### config.mk
export PLATFORM = sky130hd
export DESIGN_NAME = mole_spawner
export DESIGN_NICKNAME = d
export VERILOG_FILES = /design/src/rtl/mole_spawner.sv
export SDC_FILE = /design/constraint.sdc
export NUM_CORES = 1
export LEC_CHECK = 0
export ABC_AREA = 1
export CORE_MARGIN = 2
export CORE_UTILIZATION = 55
export CTS_BUF_LIST = sky130_fd_sc_hd__clkbuf_8
export CTS_CLUSTER_DIAMETER = 40
export CTS_CLUSTER_SIZE = 10
export DETAILED_ROUTE_END_ITERATION = 7
export GPL_TIMING_DRIVEN = 1
export PLACE_DENSITY = 0.78
export SLEW_MARGIN = 10
export SYNTH_ARGS = -nofsm -noshare
export SYNTH_HDL_FRONTEND = slang
export SYNTH_SLANG_ARGS = --single-unit
### constraint.sdc
create_clock -name clk_1mhz -period 2.7 [get_ports clk_1mhz]
set_input_delay 0.27 -clock clk_1mhz [delete_from_list [all_inputs] [get_ports clk_1mhz]]
set_output_delay 0.27 -clock clk_1mhz [all_outputs]
set_load 0.05 [all_outputs]
### src/rtl/mole_spawner.sv
// Mole spawner: turns the LFSR stream into mole positions and up/gap durations,
// and judges keypad hits against the active hole.
module mole_spawner #(
  parameter int CLK_PER_MS = 1000,
  parameter int UP_MS      = 500,
  parameter int GAP_MS     = 200
) (
  input  logic       clk_1mhz,
  input  logic       rst,
  input  logic       enable,
  input  logic [8:0] rand_num,
  input  logic       hit_valid,
  input  logic [3:0] hit_hole,
  output logic [8:0] mole_onehot,
  output logic       mole_active,
  output logic [3:0] hole_idx,
  output logic       hit_pulse,
  output logic       miss_pulse,
  output logic [1:0] state_dbg
);

  // Handshake: hit_valid is a one-cycle strobe with no ready/backpressure; it is
  // consumed on the edge it is sampled, and only counts in UP on a matching hole.
  localparam int PW = (CLK_PER_MS > 1) ? $clog2(CLK_PER_MS) : 1;

  typedef enum logic [1:0] {IDLE, GAP, PICK, UP} state_t;

  state_t        state;
  logic [PW-1:0] presc;
  logic [10:0]   ms_cnt;
  logic [10:0]   ms_last;

  logic          tick;
  logic          expire;
  logic [3:0]    h_mod;
  logic [3:0]    h_pick;
  logic [10:0]   gap_last;
  logic [10:0]   up_last;
  logic          hit_match;

  assign tick      = (presc == PW'(CLK_PER_MS - 1));
  assign expire    = tick && (ms_cnt == ms_last);
  assign h_mod     = (rand_num[3:0] >= 4'd9) ? rand_num[3:0] - 4'd9 : rand_num[3:0];
  // hole_idx doubles as the previous hole, so a repeat bumps to the next hole mod 9
  assign h_pick    = (h_mod != hole_idx) ? h_mod :
                     (h_mod == 4'd8)     ? 4'd0  : h_mod + 4'd1;
  assign gap_last  = 11'(GAP_MS) + {3'b000, rand_num[8:6], 5'b00000} - 11'd1;
  assign up_last   = 11'(UP_MS) + {2'b00, rand_num[8:4], 4'b0000} - 11'd1;
  assign hit_match = hit_valid && (hit_hole == hole_idx);
  assign state_dbg = state;

  always_ff @(posedge clk_1mhz or posedge rst) begin
    if (rst) begin
      state       <= IDLE;
      presc       <= '0;
      ms_cnt      <= '0;
      ms_last     <= '0;
      mole_onehot <= '0;
      mole_active <= 1'b0;
      hole_idx    <= 4'hF;
      hit_pulse   <= 1'b0;
      miss_pulse  <= 1'b0;
    end else begin
      hit_pulse  <= 1'b0;
      miss_pulse <= 1'b0;
      if (tick) begin
        presc  <= '0;
        ms_cnt <= ms_cnt + 11'd1;
      end else begin
        presc  <= presc + PW'(1);
      end

      if (!enable) begin
        state       <= IDLE;
        presc       <= '0;
        ms_cnt      <= '0;
        mole_onehot <= '0;
        mole_active <= 1'b0;
      end else begin
        case (state)
          IDLE: begin
            state   <= GAP;
            ms_last <= gap_last;
            presc   <= '0;
            ms_cnt  <= '0;
          end
          GAP: begin
            if (expire) begin
              state  <= PICK;
              presc  <= '0;
              ms_cnt <= '0;
            end
          end
          PICK: begin
            state       <= UP;
            hole_idx    <= h_pick;
            mole_onehot <= 9'd1 << h_pick;
            mole_active <= 1'b1;
            ms_last     <= up_last;
            presc       <= '0;
            ms_cnt      <= '0;
          end
          UP: begin
            // A hit on the final cycle wins over the timeout
            if (hit_match || expire) begin
              hit_pulse   <= hit_match;
              miss_pulse  <= !hit_match;
              state       <= GAP;
              mole_onehot <= '0;
              mole_active <= 1'b0;
              ms_last     <= gap_last;
              presc       <= '0;
              ms_cnt      <= '0;
            end
          end
          default: state <= IDLE;
        endcase
      end
    end
  end

endmodule

==> results.ini <==
[run_status]
status = complete, no violations

[min_path]
hold_class = in2async

[floorplan]
start_util = 0.565
die_w_um = 79.0
boundaryPins = 35
floorplan.rows = 27
die_y_um = 79.0
dieArea_sq_um = 6240
core-area_sq_um = 5470

[global_route]
grt_pass1_vias = 2607
grt_pass1_wl_mm = 11.4
grt_overflow = 0
antenna_found_initial = 0
grt_max_degree = 33
grtUsageTotal = 0.229

[routing]
drcViolationCount = 0
routed_via_density = 5.16
post_drt_wl_per_cell_um = 12.4
num_vias = 2724
first_iter_violations = 91
drt-total-wl_mm = 6.53
final_antenna_net_count = 0
first_pass_iters = 4

[clock_network]
clock_path_buffers = 2
postCtsSetupBuffers = 0
clock_latency_ns = 0.31
cts_buffers = 5
cts_max_level = 2
cts_resized = 0
holdBufCountCts = 0
path_clk_slew_ns = 0.09
tritoncts = yes
root_buffer = clkbuf_8
clock_sinks = 47

[pwr]
p_leak_nw = 1.67
power.total_w = 0.00248
power.density_nw_per_um2 = 687
irDropWorstVdd_mv = 0.562

[setup_path]
path_class = in2reg
startpoint_type = input port
worstPathRequired_ns = 2.91
reg2reg_from = presc[0]$_DFF_PP0_
cp.arrival_ns = 2.41
cp-end-kind = flop
cp-startpoint = rand_num[0]
cp_max_fo = 7

[yosys]
yosysWarnings = 0
synth.avg_cell_area_sq_um = 7.42
seq_area_frac_synth = 0.382
synthFlopType = dfrtp_1
ys_seq_elements = 47
synth_nets = 443
synth.cell_area_sq_um = 3090
postSynthCellCount = 417
synth-edff-count = 0
ys_async_sr_fraction = 1.00
synth_cell_types = 39

[timing]
skew_ns = 0.00761
fin_tns_setup_ns = 0
fmax_mhz = 454
slew_headroom = 0.548
hold_viol_final = 0
worst_slack_ns = 0.497
fin_crit_sh = 0.816
tightest_slew_ns = 0.676
period_minus_slack_ns = 2.20
drv_slew = 0
setup_violations = 0
rsz0062_at_grt = false

[cells_and_area]
fin_cells = 528
finalNetCount = 481
final_area_sq_um = 3610
drive_above_1_share = 0.118
seqCellArea_sq_um = 1180
area_delta_synth_final_pct = 16.7
diodes = 0
multi_input_area_sq_um = 1670
nFillCells = 504

[placement]
place_congestion = 0.867
post_dp_cell_area_sq_um = 3510
placed_cells = 520
hpwl_mm = 5.11
port_buffers = 34
pre_cts_slack_ns = 0.183

[job]
maxCapViolCount = 0

[layer usage]
layer  wire (um)  GRT usage  vias up
met5           0          0        -
met4          71     0.0603        0
met3         289     0.0295        6
met2        3140      0.397       62
met1        3020      0.302     1254
li1            -          -     1402
[worst paths after layout]
path                                              end  cells after the start  slack [ns]
max                        mole_onehot[5]$_DFFE_PP0P_                     15        0.50
min                                presc[1]$_DFF_PP0_                      2        0.38
max reg2reg                       ms_cnt[8]$_DFF_PP0_                      9        0.75
min reg2reg                        presc[0]$_DFF_PP0_                      1        0.47
max in group asynchronous         ms_cnt[6]$_DFF_PP0_                      3        1.73
min in group clk_1mhz              presc[0]$_DFF_PP0_                      1        0.47
[cell type report]
| type | instances | area share |
|---|---|---|
| Tap cell | 72 | 0.0250 |
| Timing Repair Buffer | 37 | 0.101 |
| Multi-Input combinational cell | 310 | 0.464 |
| Inverter | 54 | 0.0562 |
| Sequential cell | 47 | 0.327 |
| Clock inverter | 2 | 0.00451 |
| Clock buffer | 6 | 0.0229 |
[per-stage QoR]
step / hold WS [ns] / util
after floorplan: 0.433 / -
after global placement: 0.450 / 0.642
after detailed placement: 0.455 / 0.642
after CTS: 0.403 / 0.660
after global routing: 0.443 / 0.660
final: 0.378 / 0.660
[worst max-delay path, cell delays in order]
cell and delay [ns]:
clkdlybuf4s50_1 0.55, inv_2 0.08, ha_1 0.25, nand2_1 0.10
nand2_2 0.08, nand2_2 0.14, nand2_1 0.06, nand2_1 0.08
nand3_1 0.09, nor2_2 0.23, nand3_2 0.14, nand3_2 0.13
inv_2 0.07, nand2_1 0.07, nand2_1 0.04
[registers in the layout, summed over array words and instances, names as in the netlist]
name and cells:
hit_pulse 1, hole_idx 4, miss_pulse 1, mole_active 1
mole_onehot 9, ms_cnt 11, ms_last 8, presc 10
state_dbg 2
[kinds of logic (layout without fill, tap and decap cells)]
logic type / after synthesis / after routing / share of synthesized area
AOI/OAI and AO/OA: 36 / 36 / 0.0704
xor gates and xnor gates: 24 / 24 / 0.0680
adders and majority gates: 9 / 9 / 0.0364
buffers and inverters: 60 / 99 / 0.0769
DFF: 47 / 47 / 0.382
muxes: 1 / 1 / 0.00324
and+or+nand+nor: 240 / 240 / 0.363
[cells in the final DEF, fill, tap and decap left out, drive strengths merged, types with 2 or more instances in the layout]
cell,netlist,routed
a21boi,2,2
a21oi,5,5
buf,3,3
clkbuf,3,6
clkdlybuf4s50,0,34
dfrtp,43,43
dfstp,4,4
ha,9,9
inv,54,54
nand2,120,120
nand3,40,40
nand4,8,8
nor2,53,53
nor3,13,13
nor4,3,3
o21a,2,2
o21ai,22,22
o21bai,2,2
o22ai,2,2
xnor2,8,8
xor2,16,16
[power by group]
part	switching, W	internal (W)	total (W)
Sequential	0.000126	0.000833	0.000959
Combinational	0.000693	0.000368	0.00106
Clock	0.000251	0.000209	0.000460
Total	0.00107	0.00141	0.00248
[Yosys cell counts (7+ instances only)]
cell	instances	share of area
nor3_1	9	0.015
o21ai_1	7	0.011
nand2_2	16	0.032
xor2_1	16	0.045
nor2_1	50	0.061
nand4_1	7	0.014
nand3_1	35	0.057
ha_1	9	0.036
dfrtp_1	43	0.35
xnor2_1	8	0.023
nand2_1	103	0.12
o21ai_0	14	0.023
inv_1	50	0.061
No activity file was read; power rests on OpenSTA's default activity.
